===== src/rtl/mem_hold_ctrl_pkg.sv =====
// rtl/mem_hold_ctrl_pkg.sv - shared state encoding and constants for the memory-stage hold controller
package mem_hold_pkg;

  typedef enum logic [1:0] {
    IDLE = 2'd0,
    BUSY = 2'd1,
    DONE = 2'd2
  } mem_state_t;

  // SelC value the control unit injects while HOLD is high; a bubble never raises MR/MW
  localparam logic [5:0] BUBBLE_SELC = 6'd35;

  localparam int DEFAULT_TIMEOUT = 255;

  function automatic int timer_w(input int timeout);
    return $clog2(timeout + 1);
  endfunction

  function automatic logic is_bubble(input logic [5:0] selc);
    return selc == BUBBLE_SELC;
  endfunction

endpackage


===== src/rtl/mem_hold_ctrl_if.sv =====
// rtl/mem_hold_ctrl_if.sv - request/acknowledge bus between the hold controller and data memory
interface mem_hold_ctrl_if #(
  parameter int ADDR_W = 32,
  parameter int DATA_W = 32
);

  logic              mem_req;
  logic              mem_we;
  logic [ADDR_W-1:0] mem_addr;
  logic [DATA_W-1:0] mem_wdata;
  logic              mem_ack;
  logic [DATA_W-1:0] mem_rdata;

  modport master (
    output mem_req,
    output mem_we,
    output mem_addr,
    output mem_wdata,
    input  mem_ack,
    input  mem_rdata
  );

  modport slave (
    input  mem_req,
    input  mem_we,
    input  mem_addr,
    input  mem_wdata,
    output mem_ack,
    output mem_rdata
  );

endinterface


===== src/rtl/mem_wait_timer.sv =====
// rtl/mem_wait_timer.sv - clearable up-counter flagging the last cycle of the ack wait window
module mem_wait_timer
  import mem_hold_pkg::*;
#(
  parameter int TIMEOUT = DEFAULT_TIMEOUT
) (
  input  logic clk,
  input  logic reset,
  input  logic clr,
  input  logic en,
  output logic tc
);

  localparam int W = timer_w(TIMEOUT);
  localparam logic [W-1:0] TC_VAL = W'(TIMEOUT - 1);

  logic [W-1:0] count;

  // Cleared on every BUSY entry, so it stops leaving BUSY long before it could wrap
  always_ff @(posedge clk) begin
    if (reset || clr) begin
      count <= '0;
    end else if (en) begin
      count <= count + 1'b1;
    end
  end

  assign tc = (count == TC_VAL);

endmodule


===== src/rtl/mem_hold_ctrl.sv =====
// rtl/mem_hold_ctrl.sv - stalls the pipeline while a single load/store handshakes with data memory
module mem_hold_ctrl
  import mem_hold_pkg::*;
#(
  parameter int ADDR_W  = 32,
  parameter int DATA_W  = 32,
  parameter int TIMEOUT = DEFAULT_TIMEOUT
) (
  input  logic              clk,
  input  logic              reset,
  input  logic              MR_IN,
  input  logic              MW_IN,
  input  logic [ADDR_W-1:0] addr_in,
  input  logic [DATA_W-1:0] wdata_in,
  output logic              HOLD,
  output logic [DATA_W-1:0] rdata_out,
  output logic              rd_valid,
  output logic              bus_err,
  output logic              req_conflict,
  mem_hold_ctrl_if.master   mem
);

  mem_state_t state, state_nxt;

  logic req_any;
  logic accept;
  logic ack_hit;
  logic timeout_hit;
  logic timer_tc;

  assign req_any     = MR_IN | MW_IN;
  assign accept      = (state == IDLE) && req_any;
  assign ack_hit     = (state == BUSY) && mem.mem_ack;
  // An ack landing on the terminal count still completes the access normally
  assign timeout_hit = (state == BUSY) && !mem.mem_ack && timer_tc;

  mem_wait_timer #(
    .TIMEOUT(TIMEOUT)
  ) u_wait_timer (
    .clk  (clk),
    .reset(reset),
    .clr  (accept),
    .en   (state == BUSY),
    .tc   (timer_tc)
  );

  always_ff @(posedge clk) begin
    if (reset) begin
      state <= IDLE;
    end else begin
      state <= state_nxt;
    end
  end

  always_comb begin
    state_nxt = state;
    case (state)
      IDLE:    if (req_any) state_nxt = BUSY;
      BUSY:    if (ack_hit || timeout_hit) state_nxt = DONE;
      DONE:    state_nxt = IDLE;
      default: state_nxt = IDLE;
    endcase
  end

  // HOLD rises combinationally in IDLE so the bubble lands in the request cycle itself
  always_comb begin
    HOLD = 1'b0;
    case (state)
      IDLE:    HOLD = req_any;
      BUSY:    HOLD = 1'b1;
      DONE:    HOLD = 1'b0;
      default: HOLD = 1'b0;
    endcase
  end

  always_ff @(posedge clk) begin
    if (reset) begin
      rdata_out     <= '0;
      rd_valid      <= 1'b0;
      bus_err       <= 1'b0;
      req_conflict  <= 1'b0;
      mem.mem_req   <= 1'b0;
      mem.mem_we    <= 1'b0;
      mem.mem_addr  <= '0;
      mem.mem_wdata <= '0;
    end else begin
      rd_valid     <= 1'b0;
      bus_err      <= 1'b0;
      req_conflict <= 1'b0;
      if (accept) begin
        mem.mem_req   <= 1'b1;
        mem.mem_we    <= MW_IN & ~MR_IN;
        mem.mem_addr  <= addr_in;
        mem.mem_wdata <= wdata_in;
        req_conflict  <= MR_IN & MW_IN;
      end
      if (ack_hit) begin
        mem.mem_req <= 1'b0;
        if (!mem.mem_we) begin
          rdata_out <= mem.mem_rdata;
          rd_valid  <= 1'b1;
        end
      end else if (timeout_hit) begin
        mem.mem_req <= 1'b0;
        bus_err     <= 1'b1;
      end
    end
  end

endmodule


===== src/flat_wrapper.sv =====
// flat-port wrapper written by rule: the top's interface ports become plain ports
module mem_hold_ctrl_flat import mem_hold_pkg::*;
#(
  parameter int ADDR_W  = 32,
  parameter int DATA_W  = 32,
  parameter int TIMEOUT = DEFAULT_TIMEOUT
)
  (clk, reset, MR_IN, MW_IN, addr_in, wdata_in, HOLD, rdata_out, rd_valid, bus_err, req_conflict, mem_mem_req, mem_mem_we, mem_mem_addr, mem_mem_wdata, mem_mem_ack, mem_mem_rdata);
  mem_hold_ctrl_if #(.ADDR_W(ADDR_W), .DATA_W(DATA_W)) mem_i ();
  input  logic clk;
  input  logic reset;
  input  logic MR_IN;
  input  logic MW_IN;
  input  logic [ADDR_W-1:0] addr_in;
  input  logic [DATA_W-1:0] wdata_in;
  output logic HOLD;
  output logic [DATA_W-1:0] rdata_out;
  output logic rd_valid;
  output logic bus_err;
  output logic req_conflict;
  output wire logic [$bits(mem_i.mem_req)-1:0] mem_mem_req;
  output wire logic [$bits(mem_i.mem_we)-1:0] mem_mem_we;
  output wire logic [$bits(mem_i.mem_addr)-1:0] mem_mem_addr;
  output wire logic [$bits(mem_i.mem_wdata)-1:0] mem_mem_wdata;
  input wire logic [$bits(mem_i.mem_ack)-1:0] mem_mem_ack;
  input wire logic [$bits(mem_i.mem_rdata)-1:0] mem_mem_rdata;
  assign mem_mem_req = mem_i.mem_req;
  assign mem_mem_we = mem_i.mem_we;
  assign mem_mem_addr = mem_i.mem_addr;
  assign mem_mem_wdata = mem_i.mem_wdata;
  assign mem_i.mem_ack = mem_mem_ack;
  assign mem_i.mem_rdata = mem_mem_rdata;
  mem_hold_ctrl #(.ADDR_W(ADDR_W), .DATA_W(DATA_W), .TIMEOUT(TIMEOUT)) u_core (.clk(clk), .reset(reset), .MR_IN(MR_IN), .MW_IN(MW_IN), .addr_in(addr_in), .wdata_in(wdata_in), .HOLD(HOLD), .rdata_out(rdata_out), .rd_valid(rd_valid), .bus_err(bus_err), .req_conflict(req_conflict), .mem(mem_i));
endmodule

===== config.mk =====
export PLATFORM = sky130hd
export DESIGN_NAME = mem_hold_ctrl_flat
export DESIGN_NICKNAME = d
export VERILOG_FILES = /design/src/rtl/mem_hold_ctrl_pkg.sv /design/src/rtl/mem_hold_ctrl_if.sv /design/src/rtl/mem_wait_timer.sv /design/src/rtl/mem_hold_ctrl.sv /design/src/flat_wrapper.sv
export SDC_FILE = /design/constraint.sdc
export NUM_CORES = 1
export LEC_CHECK = 0
export CAP_MARGIN = 20
export CORE_MARGIN = 8
export CORE_UTILIZATION = 41
export CTS_CLUSTER_DIAMETER = 40
export DETAILED_ROUTE_END_ITERATION = 8
export GPL_TIMING_DRIVEN = 0
export PLACE_DENSITY = 0.78
export SLEW_MARGIN = 0
export SYNTH_ARGS = -nofsm -noshare
export SYNTH_HDL_FRONTEND = slang
export SYNTH_HIERARCHICAL = 1
export SYNTH_SLANG_ARGS = --single-unit

===== constraint.sdc =====
create_clock -name clk -period 2.05 [get_ports clk]
set_clock_uncertainty 0.2 [all_clocks]
set_input_delay 0.41 -clock clk [delete_from_list [all_inputs] [get_ports clk]]
set_output_delay 0.41 -clock clk [all_outputs]
set_load 0.01 [all_outputs]

# --- Word-level counts from Yosys, hierarchy flattened ---
# Cells that the tools add are included.
classes:
  mux: 6
  bitwise_logic: 7
  eq_ne: 4
  n_reduce_logical: 14
  addsub: 1
op_table:
  columns: ["operator", "count"]
  rows:
  - ["$add 8x1->8 const B", 1]
  - ["$eq 8x8->1 const B", 1]
  - ["$reduce_or 2->1", 3]
  - ["$logic_and 1x1->1", 4]
  - ["$mux 2", 2]
  - ["$ne 2x1->1 const B", 2]
  - ["$not 1->1", 4]
  - ["$pmux 2 s2", 1]
  - ["$reduce_and 2->1", 2]
  - ["$reduce_or 3->1", 1]
  - ["$and 1x1->1", 2]
  - ["$eq 2x1->1 const B", 1]
  - ["$logic_not 2->1", 1]
  - ["$logic_or 1x1->1", 2]
  - ["$mux 1", 2]
  - ["$pmux 1 s2", 1]
  - ["$logic_not 1->1", 1]
  - ["$or 1x1->1", 1]
totals:
  out_inout_bits: 102
  in_bits: 101
  regBits: 111
  elab_cells: 42

# --- Longest topological paths before layout ---
# Gate-level depths: netlist of the first run.
logic_depth:
  ltp_word: 6
  ltp_mapped: 7
  ltp_nobuf: 7

# --- Hierarchy ---
# The synthesis of the first run kept the hierarchy.
by_module_without_submodules:
  columns: ["mod", "cells_per_inst", "n_inst", "area_each_um2", "seq_area_each_um2"]
  rows:
  - ["mem_hold_ctrl", 444, 1, 3940.0, 2062.0]
  - ["mem_wait_timer", 42, 1, 369.1, 160.2]

# --- Least setup slack after synthesis of the first run ---
# OpenSTA, ideal clock, no wires.
synth_path:
  path_kind: "input to register"
  from: "input MW_IN"
  to: "register u_core.u_wait_timer.count[1]"
  path_slack_ps: 330
  n_path_buf: 2
  arrival_ps: 1434
  path_stages: 6
  setup_ps: 86
  required_time_ps: 1764
  path_cell_list: "o21ai_2 -> inv_2 -> buf_4 -> or2_2 -> clkbuf_1 -> a211oi_1"
synth_via:
  elab_chain_cells: 3
synth_lines:
  columns: ["item", "line_no", "rtl"]
  rows:
  - ["from (decl)", "flat_wrapper.sv:13", "input logic MW_IN;"]
  - ["$or 1x1->1", "mem_hold_ctrl.sv:31", "assign req_any = MR_IN | MW_IN;"]
  - ["$logic_and 1x1->1", "mem_hold_ctrl.sv:32", "assign accept = (state == IDLE) && req_any;"]
  - ["net u_core.accept", "mem_hold_ctrl.sv:26", "logic accept;"]
  - ["$logic_or 1x1->1", "mem_wait_timer.sv:21", "if (reset || clr) begin"]
  - ["to (signal assigned)", "mem_wait_timer.sv:24", "count <= count + 1'b1;"]
  - ["to (decl)", "mem_wait_timer.sv:17", "logic [W-1:0] count;"]
# The timed path passes the listed nets, and every way through them passes these cells.
# A chain may end at the register's enable or synchronous reset.

# --- Final worst setup path of the first run ---
layout_path:
  from: "input MR_IN"
  to: "output HOLD"
layout_via:
  elab_chain_cells: 2
layout_lines:
  columns: ["item", "line_no", "rtl"]
  rows:
  - ["from (decl)", "flat_wrapper.sv:12", "input logic MR_IN;"]
  - ["$or 1x1->1", "mem_hold_ctrl.sv:31", null]
  - ["$pmux 1 s2", "mem_hold_ctrl.sv:68", "case (state)"]
  - ["to (decl)", "flat_wrapper.sv:16", "output logic HOLD;"]
# Every way passes these cells.

==> metrics.txt, run 1 <==
outcome completed; I/O Buffers 202; # diodes 0; Detailed Place HPWL 10,300 µm; Starting Density 41.93%; Worst Max-Slew Pin Slew 0.4928 ns; FILL cells 869; critical path required time 1.44 ns; CTS sink cnt 111; final net count 801; Reg2Reg Depth 6; Pre-antenna DRT Iters 4; critical path class input port to output port; DRT Wirelength 12,980 µm; clk buf depth 2; setup TNS 0 ns; Hold Path End u_core/req_conflict; r2r setup slk 0.19 ns; post-CTS resize count 1; worst slack at placement -0.3632 ns; # rows 37; Hold Fails Final Rpt 0; Hold Path Stages 2; CTS Root Buffer Type clkbuf_8; largest net degree at the start of global routing 20; worst-path fanout max 4; share of post-route cells with drive strength above 1 5.832%; critical path startpoint MR_IN; Post-CTS Setup Inserts 0; # hold bufs at CTS 0; core area 0.01028 mm²; top_reg_cell synth dfxtp_1; Leakage 0.002652 µW; CTS tree done; synthesized area per cell 8.867 µm²; max_cap viols 0; P per Cell Area 699.7 mW/mm²; Crit. End Element output port; global route overflow 0; chip height 118.5 µm; Die Area 0.01405 mm²; initial antenna violation count 0; Worst Path Arrival 1.39 ns; Post-synth EDFFs 0; slew margin rel. 67.15%; worst hold path type input port to register; Final Max Tran Viols 0; Ys Warns 6; Hold WS 0.2481 ns; die width 118.5 µm; num ports 203; Post-Syn Area 0.004309 mm²; Avg WL per Cell 15.47 µm; vias in the first global route 4,249; final setup margin 0.04763 ns; Final period util 97.68%; routability cong. 0.7685; vias per cell 4.796; H-Tree Depth 3; # DRC 0; Finish-stage setup viols 0; Worst-Skew Late Latency 0.35 ns; cts bufs inserted 9; hold_sp MW_IN; RSZ-0062 raised after global routing no; Yosys cell types 33; Initial DRC Count 250; first-pass GRT wire length 21,220 µm; asr flop ratio synth 0%; R2R Path End u_core/u_wait_timer/count[5]; Fmax 0.4994 GHz; DRT antenna net count 0; overall global routing resource usage 18.17%; Post-Route Utilization 65.04%; synthesized flop and latch total 111; vias 4,024; Tmin final 2.002 ns; share of the yosys chip area belonging to registers 51.57%; post-synthesis net count 589; type of origin of the critical path input port; CTS clock-pin slew for the worst setup and hold paths 0.11 ns; Syn-to-layout area delta 55.11%; Critical R2R Launch u_core/state[0]; Post-Syn Instances 486; worst vdd ir 0.0004748 V
## placed cells by master, fill, tap and decap left out, drive strengths merged, types with 2 or more instances in the layout
| cell type | instances |
|---|---|
| a211oi | 2 |
| a21oi | 37 |
| buf | 17 |
| clkbuf | 26 |
| clkdlybuf4s50 | 200 |
| clkinv | 4 |
| dfxtp | 111 |
| ha | 2 |
| inv | 7 |
| mux2i | 64 |
| nand2 | 196 |
| nand3 | 3 |
| nand4 | 2 |
| nor2 | 9 |
| nor3 | 3 |
| o21ai | 3 |
| or3 | 2 |
| xor2 | 3 |
## through the flow
step | cell area (µm²) | total power [µW] | instances
after global routing | 6684 | 4919 | 839
after detailed placement | 6501 | 3527 | 824
after global placement | 6501 | 3496 | 824
after floorplan | 4309 | 2921 | 486
after CTS | 6680 | 4744 | 840
final | 6684 | 4677 | 839
## cells in the mapped netlist (2+ instances only)
library cell,number,area share [%]
nand2_1,196,17
dfxtp_1,111,52
mux2i_1,64,15
a21oi_1,37,4.3
clkbuf_1,18,1.6
nor2_1,8,0.70
buf_2,6,0.70
buf_4,6,1.0
buf_12,4,1.9
inv_1,3,0.26
nor3_1,3,0.35
xor2_1,3,0.61
a211oi_1,2,0.35
ha_1,2,0.58
nand3_1,2,0.23
nand4_1,2,0.29
o21ai_0,2,0.23
or3_2,2,0.35
## critical path, cell delays in order
cell,delay [ns]
clkdlybuf4s50_1,0.56
nor3_2,0.05
nor2_1,0.08
dlygate4sd2_1,0.29
## worst max-delay path by stage
stage                                              end  slack (ns)  cells past startpoint
after floorplan           u_core/u_wait_timer/count[1]        0.33                      6
after global placement    u_core/u_wait_timer/count[1]       -0.30                      7
after detailed placement  u_core/u_wait_timer/count[1]       -0.36                      7
after CTS                                         HOLD       0.006                      4
after global routing                              HOLD        0.02                      4
final                                             HOLD        0.05                      4
## where the power goes
part           switching, µW  total [µW]  internal [µW]
Clock                    749        1210            461
Sequential              82.8        2390           2310
Combinational            451        1070            623
## final cells by class
| type | instances | area, µm² | share of cell area [%] |
|---|---|---|---|
| multi-input cells | 336 | 1839 | 27.52 |
| plain buffers | 34 | 234.0 | 3.501 |
| repair buffers | 202 | 2023 | 30.27 |
| flip-flops and latches | 111 | 2222 | 33.25 |
| clock inverters | 7 | 56.30 | 0.8424 |
| clock buffers | 9 | 123.9 | 1.853 |
| well taps | 136 | 170.2 | 2.546 |
| inverters | 4 | 15.01 | 0.2246 |
## state kept, by name, indices dropped and copies added, names as in the netlist
name and count:
u_core/bus_err 1, u_core/mem.mem_addr 32, u_core/mem.mem_req 1, u_core/mem.mem_wdata 32, u_core/mem.mem_we 1, u_core/rd_valid 1, u_core/rdata_out 32, u_core/req_conflict 1
u_core/state 2, u_core/u_wait_timer/count 8
## layer usage
| layer | track usage (%) | wire length, µm | up-vias |
|---|---|---|---|
| met4 | 6.640 | 245 | 0 |
| met5 | 0 | 0 | - |
| met2 | 30.87 | 6227 | 155 |
| li1 | - | - | 2002 |
| met1 | 20.02 | 5215 | 1848 |
| met3 | 7.425 | 1289 | 19 |
## cells by family (layout without fill, tap and decap cells)
| kind of cell | Yosys count | after routing | share of synthesized area (%) |
|---|---|---|---|
| AOI/OAI and AO/OA | 44 | 44 | 5.517 |
| xor gates and xnor gates | 4 | 4 | 0.8132 |
| adders and majority gates | 2 | 2 | 0.5806 |
| buffers and inverters | 39 | 256 | 5.865 |
| DFF | 111 | 111 | 51.57 |
| muxes | 64 | 64 | 14.87 |
| and+or+nand+nor | 222 | 222 | 20.79 |
Power figures use the tool's default switching activity.
==> run 2, diff against run 1 <==
- CORE_UTILIZATION: 41 -> 35
- CTS_BUF_LIST: unset -> sky130_fd_sc_hd__clkbuf_16
- PLACE_DENSITY: 0.78 -> 0.68
==> metrics.txt, run 2 (same netlist as run 1, synthesis figures left out) <==
Hold Fails Final Rpt 0; Regs by FF count u_core/mem.mem_addr (32), u_core/mem.mem_wdata (32), u_core/rdata_out (32); Crit path buffers/inverters 2; most common cell after layout, fill and taps aside clkdlybuf4s50_1; Top delay family on crit path buffers and inverters; crit-path max cell delay 0.46 ns; die width 127.0 µm; share of post-route cells with drive strength above 1 5.405%; CTS tree done; num ports 203; # diodes 0; vias per cell 4.607; Critical R2R Launch u_core/state[1]; Crit-path slowest cell clkdlybuf4s50_1; I/O Buffers 202; slew margin rel. 64.85%; global route overflow 0; Reg2Reg Depth 6; DRT antenna net count 0; Avg WL per Cell 15.44 µm; worst slack at placement -0.3616 ns; final setup margin 0.06982 ns; clk buf depth 2; Finish-stage setup viols 0; critical path class input port to output port; Pre-antenna DRT Iters 4; setup TNS 0 ns; core area 0.01201 mm²; Syn-to-layout area delta 57.78%; first-pass GRT wire length 21,070 µm; Worst Path Arrival 1.37 ns; vias 3,916; DRT Wirelength 13,120 µm; Worst-Skew Late Latency 0.34 ns; Leakage 0.002705 µW; Hold WS 0.2563 ns; # DRC 0; worst-path fanout max 4; Starting Density 35.88%; Final period util 96.59%; final net count 801; worst hold path type register to register; critical path required time 1.44 ns; type of origin of the critical path input port; RSZ-0062 raised after global routing no; largest net degree at the start of global routing 17; routability cong. 0.7595; most frequent cells in the layout 200 x clkdlybuf4s50_1, 196 x nand2_1, 111 x dfxtp_1; overall global routing resource usage 16.31%; R2R Path End u_core/u_wait_timer/count[7]; Tmin final 1.980 ns; vias in the first global route 4,115; H-Tree Depth 3; Die Area 0.01612 mm²; Crit. End Element output port; worst vdd ir 0.0003839 V; Initial DRC Count 171; outcome completed; Hold Path End u_core/rdata_out[21]; # rows 40; Post-Route Utilization 56.60%; Post-CTS Setup Inserts 0; hold_sp u_core/rdata_out[21]; initial antenna violation count 0; r2r setup slk 0.23 ns; # hold bufs at CTS 0; Fmax 0.5050 GHz; CTS clock-pin slew for the worst setup and hold paths 0.06 ns; Cell Chain, Critical Path clkdlybuf4s50_1, nor3_1, nor2_1, dlygate4sd2_1; Hold Path Stages 2; Worst Max-Slew Pin Slew 0.5272 ns; chip height 127.0 µm; CTS Root Buffer Type clkbuf_16; CTS sink cnt 111; Detailed Place HPWL 10,440 µm; Final Max Tran Viols 0; cts bufs inserted 9; P per Cell Area 755.1 mW/mm²; max_cap viols 0
==> run 2: cell count changes in the layout (fill, tap and decap cells not counted), sizes merged <==
cell / before / now
bufinv: 0 / 1
inv: 7 / 6
==> run 2: worst reg2reg max path: stages, from the launching register on <==
cell and delay (ns):
dfxtp_1 0.34, nand2b_1 0.21, inv_1 0.09, buf_2 0.19, nand3_1 0.14, or4_1 0.42, a21oi_1 0.16
==> run 2: per-layer routing <==
layer | up-vias | global-route usage (%) | part of all wire, %
met5 | - | 0 | 0
met4 | 0 | 6.788 | 1.9
met3 | 17 | 7.122 | 11
met2 | 134 | 27.50 | 47
met1 | 1768 | 17.50 | 40
li1 | 1997 | - | -
==> run 2: cell type report <==
class                           count  area [µm²]
Inverter                            4       15.01
Fill cell                        1089        5213
Buffer                             34       234.0
Multi-Input combinational cell    336        1839
Clock inverter                      7       56.30
Clock buffer                        9       225.2
Timing Repair Buffer              202        2023
Tap cell                          147       183.9
Sequential cell                   111        2222
==> run 2: through the flow <==
| step | area [µm²] | total power (µW) | std cells |
|---|---|---|---|
| after floorplan | 4309 | 2921 | 486 |
| after global placement | 6515 | 3504 | 835 |
| after detailed placement | 6515 | 3530 | 835 |
| after CTS | 6795 | 5227 | 851 |
| after global routing | 6799 | 5390 | 850 |
| final | 6799 | 5134 | 850 |
==> run 2: what timing repair did <==
item	in CTS	in global routing
endpoints found under the setup margin	1	2
pin swaps	0	0
gates resized for setup	1	2
==> run 2: worst max-delay path by stage <==
| stage | from | end | depth (start not counted) |
|---|---|---|---|
| after floorplan | MW_IN | u_core/u_wait_timer/count[1] | 6 |
| after global placement | MW_IN | u_core/u_wait_timer/count[1] | 7 |
| after detailed placement | MW_IN | u_core/u_wait_timer/count[1] | 7 |
| after CTS | MW_IN | HOLD | 4 |
| after global routing | MR_IN | HOLD | 4 |
| final | MR_IN | HOLD | 4 |
==> run 2: power by group <==
part           leakage, µW  switching (µW)  internal [µW]
Sequential        0.000911            80.7           2310
Combinational      0.00165             453            623
Clock             0.000149             737            928
Total              0.00270            1270           3860
==> run 3, diff against run 2 <==
- DONT_BUFFER_PORTS: unset -> 1
- PLACE_DENSITY: 0.68 -> 0.47
==> metrics.txt, run 3 (same netlist as run 1, synthesis figures left out) <==
outcome completed; critical path required time 2.11 ns; DRT antenna net count 0; die width 127.0 µm; Worst-Skew Late Latency 0.34 ns; # diodes 0; Hold Path End u_core/mem.mem_wdata[29]; Fmax 0.5437 GHz; Reg2Reg Depth 7; hold_sp wdata_in[29]; Crit-path slowest cell dfxtp_1; vias 3,568; Starting Density 35.88%; type of origin of the critical path register; share of post-route cells with drive strength above 1 6.610%; most common cell after layout, fill and taps aside nand2_1; DRT Wirelength 12,710 µm; worst-path fanout max 10; Pwr Total 5000 µW; Die Area 0.01612 mm²; Leakage 0.002321 µW; max_cap viols 0; largest net degree at the start of global routing 18; core area 0.01201 mm²; worst slack at placement 0.1852 ns; Initial DRC Count 145; # DRC 0; Worst Path Arrival 1.90 ns; Final period util 89.72%; first-pass GRT wire length 20,520 µm; critical path class register to register; cell area after layout 0.005687 mm²; Hold Path Stages 2; Critical R2R Launch u_core/state[0]; crit-path max cell delay 0.39 ns; most frequent cells in the layout 196 x nand2_1, 111 x dfxtp_1, 88 x dlygate4sd3_1; RSZ-0062 raised after global routing no; Regs by FF count u_core/mem.mem_addr (32), u_core/mem.mem_wdata (32), u_core/rdata_out (32); Finish-stage setup viols 0; # rows 40; CTS Root Buffer Type clkbuf_16; FF+latch area 0.002222 mm²; Avg WL per Cell 17.24 µm; num ports 203; Final Max Tran Viols 0; H-Tree Depth 3; final net count 688; P per Cell Area 879.2 mW/mm²; area occupied by multi-input gates 0.001834 mm²; FILL cells 1,133; r2r setup slk 0.21 ns; setup TNS 0 ns; Tmin final 1.839 ns; routability cong. 0.7208; post-CTS resize count 0; Crit. End Element register; R2R Path End u_core/u_wait_timer/count[1]; final setup margin 0.2108 ns; CTS clock-pin slew for the worst setup and hold paths 0.07 ns; CTS tree done; Detailed Place HPWL 8988 µm; cts bufs inserted 9; vias in the first global route 3,750; Pre-antenna DRT Iters 4; clk buf depth 2; slew margin rel. 63.29%; CTS sink cnt 111; overall global routing resource usage 15.94%; vias per cell 4.841; initial antenna violation count 0; DP Area 0.004493 mm²; worst vdd ir 0.0003145 V; I/O Buffers 0; chip height 127.0 µm; Cell Chain, Critical Path nor2_2, o21ai_2, inv_2, buf_4, or2_2, clkbuf_1, a211oi_1; worst hold path type input port to register; Worst Max-Slew Pin Slew 0.5506 ns; Syn-to-layout area delta 31.97%; global route overflow 0; Hold Fails Final Rpt 0
-- run 3: cell count changes in the layout (fill, tap and decap cells not counted), sizes merged --
cell           delta
clkbuf            +1
clkinv            +1
inv               -2
dlygate4sd3      +88
dlygate4sd2       -1
dlymetal6s2s      -1
bufinv            +1
clkdlybuf4s50   -200
-- run 3: through the flow --
step | cells | hold WS [ns] | utilization (%)
detailed placement | 633 | 0.2785 | 37.41
CTS | 737 | 0.0007489 | 47.34
global route | 737 | 0.007246 | 47.34
global placement | 633 | 0.2650 | 37.41
floorplan | 486 | 0.2521 | -
finish | 737 | 0.01378 | 47.34
-- run 3: timing repair --
item / in CTS / in global routing
endpoints found under the setup margin: 0 / 0
hold buffers: 88 / 0
hold endpoints to repair: 88 / 0
setup buffers: 0 / 0
-- run 3: worst max path at each step --
stage / end / cells after the start / startpoint
after floorplan: u_core/u_wait_timer/count[1] / 6 / MW_IN
after global placement: u_core/u_wait_timer/count[1] / 6 / MW_IN
after detailed placement: u_core/u_wait_timer/count[1] / 6 / MW_IN
after CTS: u_core/u_wait_timer/count[1] / 7 / u_core/state[0]
after global routing: u_core/u_wait_timer/count[7] / 6 / u_core/state[0]
final: u_core/u_wait_timer/count[1] / 7 / u_core/state[0]
-- run 3: report_power, final --
group          internal, µW  leakage [µW]  switching [µW]  total (µW)
clock network          1060      0.000157             794        1860
logic                   334       0.00125             303         637
registers              2310      0.000911             194        2510
-- run 3: routing by layer --
| layer | vias up | share of wire [%] | global-route usage (%) |
|---|---|---|---|
| li1 | 1771 | - | - |
| met2 | 148 | 46 | 25.69 |
| met1 | 1629 | 40 | 17.35 |
| met5 | - | 0 | 0 |
| met3 | 20 | 11 | 7.750 |
| met4 | 0 | 2.3 | 7.348 |
-- run 3: worst max-delay path: cells and delay by family, from the launching register on --
kind	cells	cell delay [ns]
buffers and inverters	3	0.46
flip-flops	1	0.39
AND/OR/NAND/NOR	2	0.38
AO/OA/AOI/OAI	2	0.32
-- run 3: area by class of cell --
type | instances | share of cell area [%]
Sequential cell | 111 | 39.08
Clock buffer | 9 | 3.960
Multi-Input combinational cell | 336 | 32.26
Inverter | 4 | 0.2640
Tap cell | 147 | 3.234
Clock inverter | 7 | 1.540
Buffer | 35 | 4.180
Timing Repair Buffer | 88 | 15.49
